File: src/rtl/ram_access_ctrl.sv
// ram_access_ctrl
//
// Sits between a simple valid/ready request/response channel and a
// single-port synchronous RAM. Each request produces exactly one response.
// Four kinds of request are handled:
//   - read:           RAM read in the accept cycle. Data is captured one cycle
//                     later and returned in RSP.
//   - full write:     all strobes set. RAM write in the accept cycle, then RSP.
//   - partial write:  read-modify-write. The RAM is read in the accept cycle.
//                     The merged word is written in RMW_WR, then RSP.
//   - empty write:    no strobes set. No RAM access; go straight to RSP.
// Only one request is outstanding at a time. req_ready is high only in IDLE.
//
// Parameters
//   DW  data width in bits (multiple of 8)
//   AW  word-address width in bits
//
// Ports
//   clk        rising-edge clock
//   rstn       asynchronous active-low reset
//   req_valid  request present
//   req_ready  request accepted when req_valid && req_ready at a clk edge
//   req_we     1 = write, 0 = read
//   req_addr   word address
//   req_wdata  write data
//   req_wstrb  byte enables, one per data byte
//   rsp_valid  response present, held until rsp_ready
//   rsp_ready  response consumed when rsp_valid && rsp_ready at a clk edge
//   rsp_rdata  read data (zero for writes)
//   ram_wen    RAM write enable
//   ram_ren    RAM read enable
//   ram_addr   RAM address (zero when idle)
//   ram_wdata  RAM write data (zero when idle)
//   ram_rdata  RAM read data, valid the cycle after ram_ren

module ram_access_ctrl #(
    parameter int DW = 32,
    parameter int AW = 32
) (
    input  logic          clk,
    input  logic          rstn,
    input  logic          req_valid,
    output logic          req_ready,
    input  logic          req_we,
    input  logic [AW-1:0] req_addr,
    input  logic [DW-1:0] req_wdata,
    input  logic [DW/8-1:0] req_wstrb,
    output logic          rsp_valid,
    input  logic          rsp_ready,
    output logic [DW-1:0] rsp_rdata,
    output logic          ram_wen,
    output logic          ram_ren,
    output logic [AW-1:0] ram_addr,
    output logic [DW-1:0] ram_wdata,
    input  logic [DW-1:0] ram_rdata
);

    localparam int SW = DW / 8;

    typedef enum logic [1:0] {
        IDLE    = 2'd0,
        RD_DATA = 2'd1,
        RMW_WR  = 2'd2,
        RSP     = 2'd3
    } state_t;

    state_t state;
    state_t state_next;

    // Request fields kept for the write half of a read-modify-write
    logic [AW-1:0] lat_addr;
    logic [DW-1:0] lat_wdata;
    logic [SW-1:0] lat_wstrb;

    logic          full_strb;
    logic          zero_strb;

    // Raw FSM outputs, gated by rstn below
    logic          ready_raw;
    logic          valid_raw;
    logic          wen_raw;
    logic          ren_raw;
    logic [AW-1:0] addr_raw;
    logic [DW-1:0] wdata_raw;

    logic          load_latch;
    logic          load_rdata;
    logic          clear_rdata;

    // Byte-wise merge: strobed bytes come from new_data, the rest from old_data
    function automatic logic [DW-1:0] merge_bytes(
        input logic [DW-1:0] old_data,
        input logic [DW-1:0] new_data,
        input logic [SW-1:0] strb
    );
        logic [DW-1:0] merged;
        merged = old_data;
        for (int i = 0; i < SW; i++) begin
            if (strb[i]) begin
                merged[8*i +: 8] = new_data[8*i +: 8];
            end
        end
        return merged;
    endfunction

    assign full_strb = &req_wstrb;
    assign zero_strb = ~|req_wstrb;

    // State register
    always_ff @(posedge clk or negedge rstn) begin
        if (!rstn) begin
            state <= IDLE;
        end else begin
            state <= state_next;
        end
    end

    // Next-state and RAM/handshake controls
    always_comb begin
        state_next  = state;
        ready_raw   = 1'b0;
        valid_raw   = 1'b0;
        wen_raw     = 1'b0;
        ren_raw     = 1'b0;
        addr_raw    = '0;
        wdata_raw   = '0;
        load_latch  = 1'b0;
        load_rdata  = 1'b0;
        clear_rdata = 1'b0;

        case (state)
            IDLE: begin
                ready_raw = 1'b1;
                if (req_valid) begin
                    // Write responses carry zero data; clearing here covers all write kinds
                    clear_rdata = 1'b1;
                    if (!req_we) begin
                        ren_raw    = 1'b1;
                        addr_raw   = req_addr;
                        state_next = RD_DATA;
                    end else if (full_strb) begin
                        wen_raw    = 1'b1;
                        addr_raw   = req_addr;
                        wdata_raw  = req_wdata;
                        state_next = RSP;
                    end else if (zero_strb) begin
                        state_next = RSP;
                    end else begin
                        // Fetch the old word now; the merge happens in RMW_WR
                        ren_raw    = 1'b1;
                        addr_raw   = req_addr;
                        load_latch = 1'b1;
                        state_next = RMW_WR;
                    end
                end
            end

            RD_DATA: begin
                load_rdata = 1'b1;
                state_next = RSP;
            end

            RMW_WR: begin
                wen_raw    = 1'b1;
                addr_raw   = lat_addr;
                wdata_raw  = merge_bytes(ram_rdata, lat_wdata, lat_wstrb);
                state_next = RSP;
            end

            RSP: begin
                valid_raw = 1'b1;
                if (rsp_ready) begin
                    state_next = IDLE;
                end
            end

            default: begin
                state_next = IDLE;
            end
        endcase
    end

    // Request latch and response data register
    always_ff @(posedge clk or negedge rstn) begin
        if (!rstn) begin
            lat_addr  <= '0;
            lat_wdata <= '0;
            lat_wstrb <= '0;
            rsp_rdata <= '0;
        end else begin
            if (load_latch) begin
                lat_addr  <= req_addr;
                lat_wdata <= req_wdata;
                lat_wstrb <= req_wstrb;
            end
            if (load_rdata) begin
                rsp_rdata <= ram_rdata;
            end else if (clear_rdata) begin
                rsp_rdata <= '0;
            end
        end
    end

    // Outputs. The rstn gating kills an in-flight RAM access the moment
    // reset falls, without waiting for the asynchronous state change to
    // propagate. It also holds req_ready high throughout reset.
    assign req_ready = ready_raw | ~rstn;
    assign rsp_valid = valid_raw & rstn;
    assign ram_wen   = wen_raw & rstn;
    assign ram_ren   = ren_raw & rstn;
    assign ram_addr  = rstn ? addr_raw  : '0;
    assign ram_wdata = rstn ? wdata_raw : '0;

endmodule

File: config.mk
export PLATFORM = sky130hd
export DESIGN_NAME = ram_access_ctrl
export DESIGN_NICKNAME = d
export VERILOG_FILES = /design/src/rtl/ram_access_ctrl.sv
export SDC_FILE = /design/constraint.sdc
export NUM_CORES = 1
export LEC_CHECK = 0
export ABC_AREA = 1
export CORE_UTILIZATION = 46
export CTS_BUF_LIST = sky130_fd_sc_hd__clkbuf_8
export DETAILED_ROUTE_END_ITERATION = 8
export GPL_TIMING_DRIVEN = 1
export PLACE_DENSITY = 0.88
export SLEW_MARGIN = 20
export SYNTH_ARGS = -nofsm -noshare
export SYNTH_HDL_FRONTEND = slang
export SYNTH_SLANG_ARGS = --single-unit
File: constraint.sdc
create_clock -name clk -period 2.3 [get_ports clk]
set_input_delay 0.69 -clock clk [delete_from_list [all_inputs] [get_ports clk]]
set_output_delay 0.69 -clock clk [all_outputs]
set_load 0.1 [all_outputs]
==> impl_metrics.csv, run 1 <==
group,metric,value,unit
logic_synthesis,syn_area_per_cell,7.11,um2
clock_tree,cts_buffers,9,
logic_synthesis,synth_nets,869,
run_status,error,"[ERROR GRT-0232] Routing congestion too high. Check the congestion heatmap in the GUI.",
global_route,grt_max_degree,94,
die,io_pins,205,
global_route,grt_usage,74.1,%
logic_synthesis,ys_seq_area_share,47.2,%
global_route,gr-total-overflow,9,
logic_synthesis,yosysTopAreaCell,"dfrtp_1",
die,fp.dieW,110,um
logic_synthesis,synth_top_area_share,47.2,%
sta,worstEpCategory,"top-level output",
placement,gp_congestion,0.823,
clock_tree,clock-sinks,102,
die,start_util,47.3,%
placement,dp.cells,1099,
clock_tree,clk_path_buf_depth,2,
sta,worst_endpoint,"ram_wdata[8]",
logic_synthesis,synthTopCellsByArea,"dfrtp_1, nand2_1, nand3_1",
logic_synthesis,synth_cells,760,
logic_synthesis,ys_ff_latch,102,
die,num_rows,39,
run_status,failing_step,"5_1_grt",
clock_tree,ctsRootBufferMaster,"clkbuf_8",
logic_synthesis,synth.distinct_cells,19,
placement,numPortBuffers,204,
die,fp.dieH,110,um
placement,hpwl,13800,um
clock_tree,htree_levels,3,
run_status,outcome,"aborted with a tool error",
logic_synthesis,netlist_area,5410,um2
logic_synthesis,yosys_warnings,0,
[timing repair]
action | 4_1_cts
gates cloned | 13
pin swaps | 77
setup endpoints to repair | 66
gates resized for setup | 124
setup buffers | 22
hold buffers | 0
[per-layer routing]
| layer | global-route usage (%) | overflow |
|---|---|---|
| met3 | 56.6 | 0 |
| met2 | 93.2 | 7 |
| met5 | 13.3 | 0 |
| met1 | 73.1 | 0 |
| met4 | 76.7 | 2 |
[logic make-up after synthesis]
group,Yosys count,share of synthesized area (%)
adders and majority gates,4,0.926
and+or+nand+nor,418,31.6
DFF,102,47.2
AOI/OAI and AO/OA,133,12.4
buffers and inverters,103,7.87
[stage by stage]
step / area [um2] / utilization (%) / worst slack [ns] / hold slack [ns]
CTS: 10900 / 95.6 / -0.425 / 0.291
global placement: 9540 / 83.5 / -0.605 / 0.461
floorplan: 6510 / - / -0.175 / 0.394
detailed placement: 9540 / 83.5 / -0.700 / 0.466
[cell usage after synthesis]
cell / number
nand2_2: 1
inv_1: 44
a21oi_1: 67
buf_1: 6
o21ai_0: 65
nand4_2: 1
buf_6: 1
clkbuf_1: 35
nor2_2: 2
a22oi_1: 1
dfrtp_1: 102
nand2_1: 309
nor3_1: 1
buf_4: 5
nor2_1: 6
buf_2: 10
ha_1: 4
inv_2: 2
nand3_1: 98
==> inputs of run 2 (changes only) <==
CORE_UTILIZATION = 40   (was 46)
CTS_BUF_LIST = unset   (was sky130_fd_sc_hd__clkbuf_8)
PLACE_DENSITY = unset   (was 0.88)
PLACE_DENSITY_LB_ADDON = 0.15   (was unset)
==> run 2 against run 1 <==
Compared with the run above:
- the flow now finishes, with violations (setup timing)
- area after synthesis unchanged
- synthesized cell count unchanged
==> impl_metrics.csv, run 2 <==
group,metric,value,unit
run_status,outcome,"complete, but fails checks",
run_status,violations,"setup timing",
sta,finalHoldViolCount,0,
logic_synthesis,ys_seq_area_share,47.2,%
critical_path,rrSetupSlack,0.38,ns
finish,multi_input_area,3960,um2
logic_synthesis,synth_common_cells,"nand2_1, dfrtp_1, nand3_1, a21oi_1, o21ai_0",
drt,routed_wl,23800,um
die,start_util,41.0,%
placement,gp_congestion,0.842,
pwr,swShare,54.1,%
clock_tree,cts_buffers,9,
drt,ant_nets,0,
critical_path,arrival,1.99,ns
logic_synthesis,ys_ff_latch,102,
logic_synthesis,synth_nets,869,
critical_path,reg2reg_from,"state[1]",
min_path,min_to,"lat_wdata[15]",
clock_tree,clk_pin_slew_worst_paths,0.07,ns
critical_path,rr_worst_depth,8,
global_route,antenna_found_initial,0,
die,fp.dieH,118,um
sta,fin_setup_tns,-20.69,ns
finish,layout_commonest_cell,"nand2_1",
sta,fin_crit_sh,116,%
logic_synthesis,syn_area_per_cell,7.11,um2
global_route,grt_pass1_wl,33500,um
critical_path,critPathCaptureType,"output pin",
finish,fin_nets,1127,
pwr,power_frac_clock,10.7,%
logic_synthesis,synth_ff_type,"dfrtp_1",
logic_synthesis,netlist_area,5410,um2
die,num_rows,42,
finish,reg_top3,"lat_addr: 32 flops, lat_wdata: 32 flops, rsp_rdata: 32 flops",
global_route,gr-total-overflow,0,
sta,final_max_slew_viol_count,0,
logic_synthesis,yosys_warnings,0,
finish,diodes,0,
finish,layout_common_cells,"nand2_1, dfrtp_1, clkdlybuf4s50_1",
sta,fin_crit,2.68,ns
die,core,13200,um2
logic_synthesis,synth_top_area_share,47.2,%
logic_synthesis,synthTopCellsByArea,"dfrtp_1, nand2_1, nand3_1",
sta,clock_skew,0.00534,ns
min_path,hp-start,"lat_wdata[15]",
clock_tree,htree_levels,3,
logic_synthesis,yosysMostFrequentCell,"nand2_1",
logic_synthesis,synth_cells,760,
drt,wl_per_cell,19.9,um
pwr,p_comb_share,66.0,%
critical_path,path_common_cell,"buf_12",
critical_path,required,1.61,ns
drt,drcViolationCount,0,
pwr,power_frac_seq,23.3,%
pwr,p_int,6.43,mW
drt,drtPass1Iterations,8,
sta,worst_hold_slack,0.484,ns
clock_tree,clk_latency,0.36,ns
die,fp.dieW,118,um
global_route,grt_max_degree,44,
critical_path,r2r-end,"rsp_rdata[12]",
pwr,switching_power,7.60,mW
sta,worst_slack,-0.375,ns
sta,fmax,374,MHz
logic_synthesis,synth-edff-count,0,
pwr,ir_worst_vdd,0.731,mV
critical_path,crit_family,"buffers and inverters",
drt,route.vias.total,6690,
sta,worst_pin_slew,0.591,ns
placement,hpwl,13600,um
die,io_pins,205,
sta,maxSlewHeadroom,60.6,%
sta,setup_viol,66,
flow_run,cap_violations,0,
placement,pre_cts_slack,-0.655,ns
global_route,grt_pass1_vias,6595,
pwr,p_per_area,1260,nW/um2
min_path,hold_depth,2,
critical_path,path_cells,"inv_2 > ha_4 > nand2_8 > nor2_4 > buf_12 > buf_12 > nand3_2 > a21oi_4 > buf_12",
pwr,p_leak,4.56,nW
placement,numPortBuffers,204,
logic_synthesis,synth.distinct_cells,19,
finish,syn_to_final_growth,106,%
finish,area.sequential,2550,um2
finish,num-fill-cells,696,
clock_tree,cts-hold-fix-buffers,0,
sta,rsz0062_at_grt,"true",
critical_path,critPathMaxStageDelay,0.39,ns
drt,vias_per_cell,5.58,
logic_synthesis,yosysTopAreaCell,"dfrtp_1",
critical_path,path_class,"reg -> out",
critical_path,start_kind,"register",
critical_path,path_max_fanout,7,
clock_tree,cts_tree,"done",
clock_tree,clock-sinks,102,
clock_tree,clk_path_buf_depth,2,
finish,layout-drive-gt1-share,36.7,%
critical_path,cp.buffers_inverters,4,
critical_path,crit_slowest_cell,"dfrtp_1",
logic_synthesis,async_flop_share,100,%
finish,final_util,84.2,%
clock_tree,ctsRootBufferMaster,"clkbuf_16",
min_path,hold_path.class,"reg -> reg",
die,die_area,14000,um2
global_route,grt_usage,30.6,%
drt,drt_first_iter_violations,545,
==> run 2: cell counts after synthesis <==
Identical to the previous run, type by type.
==> run 2: per-layer routing <==
layer	vias up	track usage (%)	share of wire, %
met5	-	0	0
met4	0	13.4	5.0
met3	87	7.67	7.4
met2	371	53.2	51
met1	3261	35.6	36
li1	2971	-	-
==> run 2: worst max-delay path by stage <==
stage | depth (start not counted) | slack [ns] | end | start
finish | 9 | -0.38 | ram_wdata[24] | state[0]
global route | 9 | -0.42 | ram_wdata[24] | state[1]
CTS | 9 | -0.36 | ram_wdata[19] | state[1]
detailed placement | 7 | -0.65 | ram_wdata[0] | req_valid
global placement | 7 | -0.61 | ram_wdata[1] | req_valid
floorplan | 5 | -0.17 | ram_wdata[23] | req_valid
==> run 2: area by class of cell <==
class                      instances  area share [%]
clock inverter                     4           0.270
multi-input combinational        555            35.7
inverter                          46            1.76
sequential                       102            23.0
timing repair buffer             304            35.1
clock buffer                      11            2.27
tap                              176            1.98
==> run 2: repair_timing <==
| action | 4_1_cts | 5_1_grt |
|---|---|---|
| resized for setup | 67 | 79 |
| endpoints found under the setup margin | 66 | 66 |
| pin swaps | 45 | 49 |
| gates cloned | 7 | 8 |
| buffers inserted | 7 | 7 |
==> run 2: worst register-to-register path: stages (launching register included) <==
cell and delay, ns:
dfrtp_1 0.37, inv_2 0.06, buf_4 0.13, buf_4 0.13, ha_1 0.18, inv_2 0.33
buf_4 0.32, nand3_1 0.14, o21ai_0 0.15
==> run 2: per-stage QoR <==
stage	area, um2	power (mW)	instances
floorplan	6510	8.97	760
global route	11100	14.6	1198
global placement	9720	11.3	1157
detailed placement	9720	11.5	1157
CTS	10400	13.2	1185
finish	11100	14.0	1198
==> run 2: logic make-up after synthesis <==
kind of cell	count (synthesis)	share of synthesized area, %
AO/OA/AOI/OAI	133	12.4
flip-flops	102	47.2
buffers and inverters	103	7.87
AND/OR/NAND/NOR	418	31.6
adder cells (fa/ha/maj)	4	0.926
==> run 2: power by group through the flow <==
| stage | sequential (mW) | combinational, mW | clock (mW) |
|---|---|---|---|
| 4_1_cts | 3.20 | 8.51 | 1.50 |
| 6_report | 3.27 | 9.26 | 1.50 |
| 5_1_grt | 3.36 | 9.62 | 1.58 |
| 2_1_floorplan | 4.79 | 4.18 | 0 |
| 3_3_place_gp | 3.17 | 8.17 | 0 |
| 3_5_place_dp | 3.21 | 8.31 | 0 |
(Power assumes the default switching activity.)
